--- src/rtl/alu_sequencer.sv ---
// Issue/writeback stage around a combinational 8-bit ALU: 4x8 register file, flags register.
// Define ALU_SEQ_PERF_EN to add the instr_count retired-instruction counter output.
module alu_sequencer #(
    parameter logic [7:0] REG_RESET = 8'h00
) (
    input  logic        clk,
    input  logic        rst,
    input  logic        instr_valid,
    output logic        instr_ready,
    input  logic [3:0]  instr_op,
    input  logic [1:0]  instr_rd,
    input  logic [1:0]  instr_rs1,
    input  logic [1:0]  instr_rs2,
    input  logic [7:0]  instr_imm,
    output logic [7:0]  alu_in1,
    output logic [7:0]  alu_in2,
    output logic [3:0]  alu_op,
    input  logic [7:0]  alu_out,
    input  logic [3:0]  alu_flags,
    output logic        done,
    output logic [7:0]  result,
    output logic [3:0]  flags
`ifdef ALU_SEQ_PERF_EN
    ,
    output logic [15:0] instr_count
`endif
);

    localparam logic [1:0] S_IDLE = 2'd0;
    localparam logic [1:0] S_EXEC = 2'd1;
    localparam logic [1:0] S_WB   = 2'd2;

    localparam logic [3:0] OP_ADD   = 4'd0;
    localparam logic [3:0] OP_SUB   = 4'd1;
    localparam logic [3:0] OP_AND   = 4'd2;
    localparam logic [3:0] OP_OR    = 4'd3;
    localparam logic [3:0] OP_XOR   = 4'd4;
    localparam logic [3:0] OP_NOT   = 4'd11;
    localparam logic [3:0] OP_LOADI = 4'd12;

    logic [1:0] state;
    logic [7:0] rf [4];
    logic [3:0] op_q;
    logic [1:0] rd_q;
    logic [7:0] imm_q;
    logic [3:0] flg_stage;
    logic       is_arith;
    logic       is_logic;
    logic       is_load;
    logic       writes_rd;

    always_comb begin
        is_arith = 1'b0;
        is_logic = 1'b0;
        is_load  = 1'b0;
        unique case (op_q)
            OP_ADD, OP_SUB:                 is_arith = 1'b1;
            OP_AND, OP_OR, OP_XOR, OP_NOT:  is_logic = 1'b1;
            OP_LOADI:                       is_load  = 1'b1;
            default:                        ;
        endcase
    end

    assign writes_rd   = is_arith | is_logic | is_load;
    assign instr_ready = (state == S_IDLE) && !rst;
    assign done        = (state == S_WB) && !rst;

`ifdef ALU_SEQ_PERF_EN
    logic [15:0] count_q;
    assign instr_count = count_q;
`endif

    always_ff @(posedge clk) begin
        if (rst) begin
            state     <= S_IDLE;
            for (int i = 0; i < 4; i++) rf[i] <= REG_RESET;
            flags     <= 4'h0;
            alu_in1   <= 8'h00;
            alu_in2   <= 8'h00;
            alu_op    <= 4'h0;
            result    <= 8'h00;
            op_q      <= 4'h0;
            rd_q      <= 2'd0;
            imm_q     <= 8'h00;
            flg_stage <= 4'h0;
`ifdef ALU_SEQ_PERF_EN
            count_q   <= 16'h0000;
`endif
        end else begin
            unique case (state)
                S_IDLE: begin
                    if (instr_valid) begin
                        op_q    <= instr_op;
                        rd_q    <= instr_rd;
                        imm_q   <= instr_imm;
                        alu_in1 <= rf[instr_rs1];
                        alu_in2 <= rf[instr_rs2];
                        alu_op  <= instr_op;
                        state   <= S_EXEC;
                    end
                end
                S_EXEC: begin
                    if (is_load)
                        result <= imm_q;
                    else if (is_arith || is_logic)
                        result <= alu_out;
                    else
                        result <= 8'h00;
                    flg_stage <= alu_flags;
                    state     <= S_WB;
                end
                S_WB: begin
                    if (writes_rd) rf[rd_q] <= result;
                    // Logic ops leave carry undefined, so C is kept.
                    if (is_arith)
                        flags <= flg_stage;
                    else if (is_logic)
                        flags <= {flags[3], flg_stage[2:0]};
`ifdef ALU_SEQ_PERF_EN
                    count_q <= count_q + 16'd1;
`endif
                    state <= S_IDLE;
                end
                default: state <= S_IDLE;
            endcase
        end
    end

endmodule

--- config.mk ---
export PLATFORM = sky130hd
export DESIGN_NAME = alu_sequencer
export DESIGN_NICKNAME = d
export VERILOG_FILES = /design/src/rtl/alu_sequencer.sv
export SDC_FILE = /design/constraint.sdc
export NUM_CORES = 1
export LEC_CHECK = 0
export CAP_MARGIN = 20
export CORE_UTILIZATION = 45
export DETAILED_ROUTE_END_ITERATION = 16
export PLACE_DENSITY = 0.7
export SKIP_CTS_REPAIR_TIMING = 1
export SYNTH_ARGS = -nofsm -noshare
export SYNTH_HDL_FRONTEND = slang
export SYNTH_SLANG_ARGS = --single-unit
export TNS_END_PERCENT = 1
--- constraint.sdc ---
create_clock -name clk -period 5.6 [get_ports clk]
set_input_delay 0.84 -clock clk [delete_from_list [all_inputs] [get_ports clk]]
set_output_delay 0.84 -clock clk [all_outputs]
set_load 0.03 [all_outputs]
==> reports/results.ini, run 1 <==
[outcome]
status = finished, final reports clean

[sta]
timing.fmax_mhz = 294
timing.final.max_slew_violations = 0
hold_slack_ps = 454
final.setup_skew_ps = 13.0
grt_setup_unrepaired = no
worst-slew-pin-transition_ps = 1070
finalSetupViolations = 0
fin_crit_share_pct = 60.8
setup_slack_of_the_critical_path_after_layout_ps = 2200
setup_total_negative_slack_ps = 0
timing.slew.headroom_pct = 27.6
post-route-min-period_ps = 3400
final_hold_viol_count = 0

[critical_path]
setup.worst_path.end_class = primary output
crit_path_start = rst
critical_path_arrival_ps = 2560
critical_path_class = in2out
setup.worst_path.start_class = primary input
critical_path_peak_fanout = 57
crit_path_top_delay_cell = sky130_fd_sc_hd__clkdlybuf4s50_1
cells_traversed_along_the_worst_timing_path = buf_2 -> or3b_4 -> inv_1 -> clkdlybuf4s50_1
critPathRequiredTime_ps = 4760
cell_family_contributing_the_most_delay_on_the_critical_path = buffers and inverters
r2r_start = op_q[1]
crit_path_max_incr_delay_ps = 660
worst-path-buf-inv = 3

[cells_and_area]
fin_util_pct = 58.6
post_route_cells_drive_above_1_share_pct = 10.8
layout.nets = 425
area_delta_synth_final_pct = 25.5
final_area_um2 = 4530
layout.filler_cells = 668
diodes = 0

[synthesis]
postSynthNetCount = 370
number_of_enable_flip_flop_cells_after_synthesis = 32
yosys.area.top_type = sky130_fd_sc_hd__dfxtp_1
synthCells = 337
list_of_most_frequent_post_synthesis_cells = 69 x sky130_fd_sc_hd__nand2_1, 48 x sky130_fd_sc_hd__dfxtp_1, 44 x sky130_fd_sc_hd__a21oi_1, 32 x sky130_fd_sc_hd__and2_1, 32 x sky130_fd_sc_hd__edfxtp_1
synth_most_common_cell = sky130_fd_sc_hd__nand2_1
yosysTopAreaCellShare_pct = 26.6
ys_seq_area_share_pct = 53.2
synth-seq-cells = 80
synthArstFlopShare_pct = 0
top_cells_by_area_synth = sky130_fd_sc_hd__dfxtp_1 27%, sky130_fd_sc_hd__edfxtp_1 27%, sky130_fd_sc_hd__mux4_2 10%
synth.yosys.warnings = 0
synthesis.area_um2 = 3610
postSynth.topFlopCell = sky130_fd_sc_hd__dfxtp_1
postSynthAreaPerCell_um2 = 10.7
synth_cell_type_count = 34

[global_route]
globalRouteTotalUtil_pct = 19.0
grt_pass1_wl_mm = 12.5
pin_count_of_the_biggest_net_entering_global_routing = 58
grt_pass1_vias = 2554
grt_remaining_overflow = 0
initial_antenna_violation_count = 0

[routing]
route.final.wire_length_mm = 7.49
drc_errors = 0
postRouteAntennaNets = 0
detail_route.first_pass.iterations = 4
wl_per_cell_um = 15.0
vias_after_detailed_routing = 2623
vias_per_cell = 5.26
drt_iter0_drc = 102

[placement]
post-dp-hpwl_mm = 5.44
portBuffers = 66
post-place-ws_ps = 2190
gp_routability_congestion = 0.725
place_area_um2 = 4320

[clocking]
clk_root_buffer_cell = sky130_fd_sc_hd__clkbuf_8
clock_insertion_delay_worst_skew_ps = 340
numClockSinks = 80
num_cts_buffers = 9
clockBufferDepth = 2
path_clk_slew_ps = 70
cts_htree_levels = 3
tritoncts_clock_tree = yes

[floorplan]
die_width_um = 91.6
num_io_pins = 67
placeable_core_area_um2 = 7730
die-height_um = 91.6
core.rowCount = 32
floorplan.die_area_um2 = 8390
initial_utilization_pct = 46.7

[hold_path]
worst_hold_startpoint = alu_in1[0]
hold_path.class = reg2reg

[run]
timing.max_cap.violations = 0

[pwr]
power_density_nw_per_um2 = 284
power.ir.vdd_worst_mv = 0.179
p_leak_nw = 1.56

==> state kept, by name, summed over array words and instances (netlist names) <==
| register | count |
|---|---|
| rf | 32 |
| alu_in1 | 8 |
| alu_in2 | 8 |
| imm_q | 8 |
| result | 8 |
| flags | 4 |
| flg_stage | 4 |
| op_q | 4 |
| rd_q | 2 |
| state | 2 |
==> cells in the final DEF, fill, tap and decap left out, types with 3 or more instances in the layout <==
master / Yosys / final
sky130_fd_sc_hd__and2_1: 32 / 32
sky130_fd_sc_hd__nand2_1: 69 / 69
sky130_fd_sc_hd__nand2b_1: 9 / 9
sky130_fd_sc_hd__or2_2: 4 / 4
sky130_fd_sc_hd__a21oi_1: 44 / 44
sky130_fd_sc_hd__a311oi_1: 7 / 7
sky130_fd_sc_hd__mux2i_1: 3 / 3
sky130_fd_sc_hd__dfxtp_1: 48 / 48
sky130_fd_sc_hd__mux4_2: 16 / 16
sky130_fd_sc_hd__clkbuf_8: 0 / 9
sky130_fd_sc_hd__nand3_1: 8 / 8
sky130_fd_sc_hd__a2111oi_4: 3 / 3
sky130_fd_sc_hd__edfxtp_1: 32 / 32
sky130_fd_sc_hd__nor2_1: 10 / 10
sky130_fd_sc_hd__nand4b_1: 8 / 8
sky130_fd_sc_hd__clkdlybuf4s50_1: 0 / 65
==> per-stage QoR <==
step	std cells	power (mW)
4_1_cts	499	1.29
3_3_place_gp	483	0.838
5_1_grt	499	1.34
6_report	499	1.28
3_5_place_dp	483	0.843
2_1_floorplan	337	0.772
==> cells by family after synthesis <==
family | Yosys count | synth area share (%)
multiplexers | 19 | 10.8
flip-flops | 80 | 53.2
buffers and inverters | 25 | 2.67
AO/OA/AOI/OAI | 62 | 11.9
AND/OR/NAND/NOR | 151 | 21.4
==> layer usage <==
metal	GRT usage, %	routed length [um]	vias up
li1	-	-	1313
met1	25.7	3460	1233
met2	31.2	3700	68
met3	2.85	235	9
met4	6.48	93	0
met5	0	0	-
==> worst paths after layout <==
path | slack [ps] | depth (start not counted) | endpoint
max | 2200 | 4 | done
min | 450 | 2 | alu_in1[0]
max reg2reg | 3300 | 3 | rf[0][0]
min reg2reg | 450 | 2 | alu_in1[0]
==> where the power goes <==
group          switching (mW)  internal (mW)
combinational          0.0892         0.0802
sequential             0.0268          0.632
clock                   0.204          0.253
==> area by class of cell <==
cell class | instances | area, um^2 | area share, %
Clock inverter | 5 | 81.3 | 1.79
Clock buffer | 11 | 131 | 2.90
Multi-Input combinational cell | 232 | 1600 | 35.3
Timing Repair Buffer | 67 | 663 | 14.6
Inverter | 2 | 7.51 | 0.166
Tap cell | 102 | 128 | 2.82
Sequential cell | 80 | 1920 | 42.4
==> tightest hold or removal path: stages, from the launching register on <==
cell                      delay, ps
sky130_fd_sc_hd__dfxtp_1        310
sky130_fd_sc_hd__nand2_1         50
sky130_fd_sc_hd__a21oi_1         50
Note: power is estimated with default switching activity, not from simulation.
==> run 2, diff against run 1 <==
Clock period 5.6 ns to 3.2 ns, I/O delays scaled along.
==> run 2 against run 1 <==
Cell count grew 1.0%. Utilization is 0.29 points higher. Clock skew is 6.0 ps lower. Sequential share of layout area shrank 0.21 points. Via count up 1.7%. Critical path type is now reg2out. Largest cell class unchanged.
==> reports/results.ini, run 2 (synthesis results as in run 1) <==
[critical_path]
critical_path_class = reg2out
critPathRequiredTime_ps = 2720
worst-path-buf-inv = 2
critical_path_arrival_ps = 2050
critical_path_peak_fanout = 9
setup.worst_path.end_class = primary output
crit_path_max_incr_delay_ps = 660
crit_path_top_delay_cell = sky130_fd_sc_hd__clkdlybuf4s50_1
cells_traversed_along_the_worst_timing_path = or3b_4 -> inv_1 -> clkdlybuf4s50_1
cell_family_contributing_the_most_delay_on_the_critical_path = buffers and inverters
setup.worst_path.start_class = flop

[sta]
timing.slew.headroom_pct = 43.3
final_hold_viol_count = 0
grt_setup_unrepaired = no
setup_total_negative_slack_ps = 0
timing.final.max_slew_violations = 0
final.setup_skew_ps = 7.02
fin_crit_share_pct = 79.0
finalSetupViolations = 0
post-route-min-period_ps = 2530
worst-slew-pin-transition_ps = 849
timing.fmax_mhz = 395

[pwr]
netsw_uw = 561
switching_share_pct = 25.6
power.ir.vdd_worst_mv = 0.221
power_density_nw_per_um2 = 481
p_leak_nw = 1.59
power.clock.fraction_pct = 33.7
power_frac_comb_pct = 14.0
p_int_mw = 1.63
power.sequential.fraction_pct = 52.3

[routing]
route.final.wire_length_mm = 7.54
drt_iter0_drc = 110
detail_route.first_pass.iterations = 4
postRouteAntennaNets = 0
drc_errors = 0
vias_per_cell = 5.29
vias_after_detailed_routing = 2668
wl_per_cell_um = 15.0

[cells_and_area]
layout.nets = 430
diodes = 0
area_of_combinational_cells_with_multiple_inputs_um2 = 1600
final_area_um2 = 4550
top_register = rf
area_delta_synth_final_pct = 26.1
final_common_cell = sky130_fd_sc_hd__nand2_1
final_cell_count_without_fillers = 504
post_route_cells_drive_above_1_share_pct = 12.2
layout.area.seq_um2 = 1920
mostFrequentLayoutCells = 69 x sky130_fd_sc_hd__nand2_1, 65 x sky130_fd_sc_hd__clkdlybuf4s50_1, 48 x sky130_fd_sc_hd__dfxtp_1, 44 x sky130_fd_sc_hd__a21oi_1
number_of_flip_flops_in_the_largest_register = 32
layout.filler_cells = 668

[global_route]
grt_pass1_wl_mm = 12.8
pin_count_of_the_biggest_net_entering_global_routing = 57
grt_pass1_vias = 2550
grt_remaining_overflow = 0
initial_antenna_violation_count = 0
globalRouteTotalUtil_pct = 19.7

[clocking]
clock_insertion_delay_worst_skew_ps = 340
cts_htree_levels = 3
clk_root_buffer_cell = sky130_fd_sc_hd__clkbuf_8
numClockSinks = 80
tritoncts_clock_tree = yes
clockBufferDepth = 2
path_clk_slew_ps = 80
num_cts_buffers = 9

[run]
timing.max_cap.violations = 0

[floorplan]
core.rowCount = 32
die-height_um = 91.6
floorplan.die_area_um2 = 8390
die_width_um = 91.6
placeable_core_area_um2 = 7730
initial_utilization_pct = 46.7
num_io_pins = 67

[placement]
portBuffers = 66
post-dp-hpwl_mm = 5.43
gp_routability_congestion = 0.726
place_area_um2 = 4360
dp.cells = 488

[hold_path]
hold_path.class = reg2reg

[outcome]
status = finished, final reports clean

[run 2: cell types whose count changed in the layout (fill, tap and decap cells not counted)]
cell / delta
sky130_fd_sc_hd__buf_4: +5
sky130_fd_sc_hd__bufinv_16: -1
sky130_fd_sc_hd__clkbuf_1: -1
sky130_fd_sc_hd__clkbuf_8: +1
sky130_fd_sc_hd__clkinv_2: +1
sky130_fd_sc_hd__clkinv_4: +1
sky130_fd_sc_hd__inv_6: -1
[run 2: worst register-to-register path, stage by stage (launching register included)]
cell and delay, ps:
sky130_fd_sc_hd__dfxtp_1 610, sky130_fd_sc_hd__and2b_1 360, sky130_fd_sc_hd__a2111oi_4 580, sky130_fd_sc_hd__or2_2 320
[run 2: layer usage]
| metal | vias up | track usage (%) | part of all wire [%] |
|---|---|---|---|
| met5 | - | 0 | 0 |
| met4 | 0 | 7.94 | 1.5 |
| met3 | 12 | 3.69 | 4.0 |
| met2 | 74 | 32.5 | 49 |
| met1 | 1257 | 25.5 | 46 |
| li1 | 1325 | - | - |
[run 2: path summary, 6_finish.rpt]
kind	startpoint	end	slack [ps]	cells past startpoint
worst max-delay path	state[1]	done	670	3
worst min-delay path	alu_in1[4]	alu_in1[4]	450	2
worst max register to register	op_q[2]	rf[1][4]	1020	3
worst min register to register	alu_in1[4]	alu_in1[4]	450	2
[run 2: through the flow]
step	worst slack (ps)	hold slack (ps)	power, mW	util [%]
3_5_place_dp	957	447	1.48	56.4
4_1_cts	659	458	2.21	58.9
2_1_floorplan	1230	437	1.35	-
5_1_grt	582	480	2.28	58.9
3_3_place_gp	968	442	1.47	56.4
6_report	672	455	2.19	58.9
[run 2: area by class of cell]
| class | count | area share, % |
|---|---|---|
| Multi-Input combinational cell | 232 | 35.1 |
| Clock inverter | 5 | 1.24 |
| Clock buffer | 11 | 3.10 |
| Timing Repair Buffer | 72 | 15.4 |
| Sequential cell | 80 | 42.2 |
| Inverter | 2 | 0.165 |
| Tap cell | 102 | 2.80 |
[run 2: power groups by stage]
stage          Combinational (mW)  Sequential [mW]  Clock [mW]
4_1_cts                     0.309             1.15       0.753
3_3_place_gp                0.303             1.17           0
5_1_grt                     0.334             1.15       0.795
2_1_floorplan               0.151             1.20           0
3_5_place_dp                0.309             1.17           0
6_report                    0.307             1.15       0.739
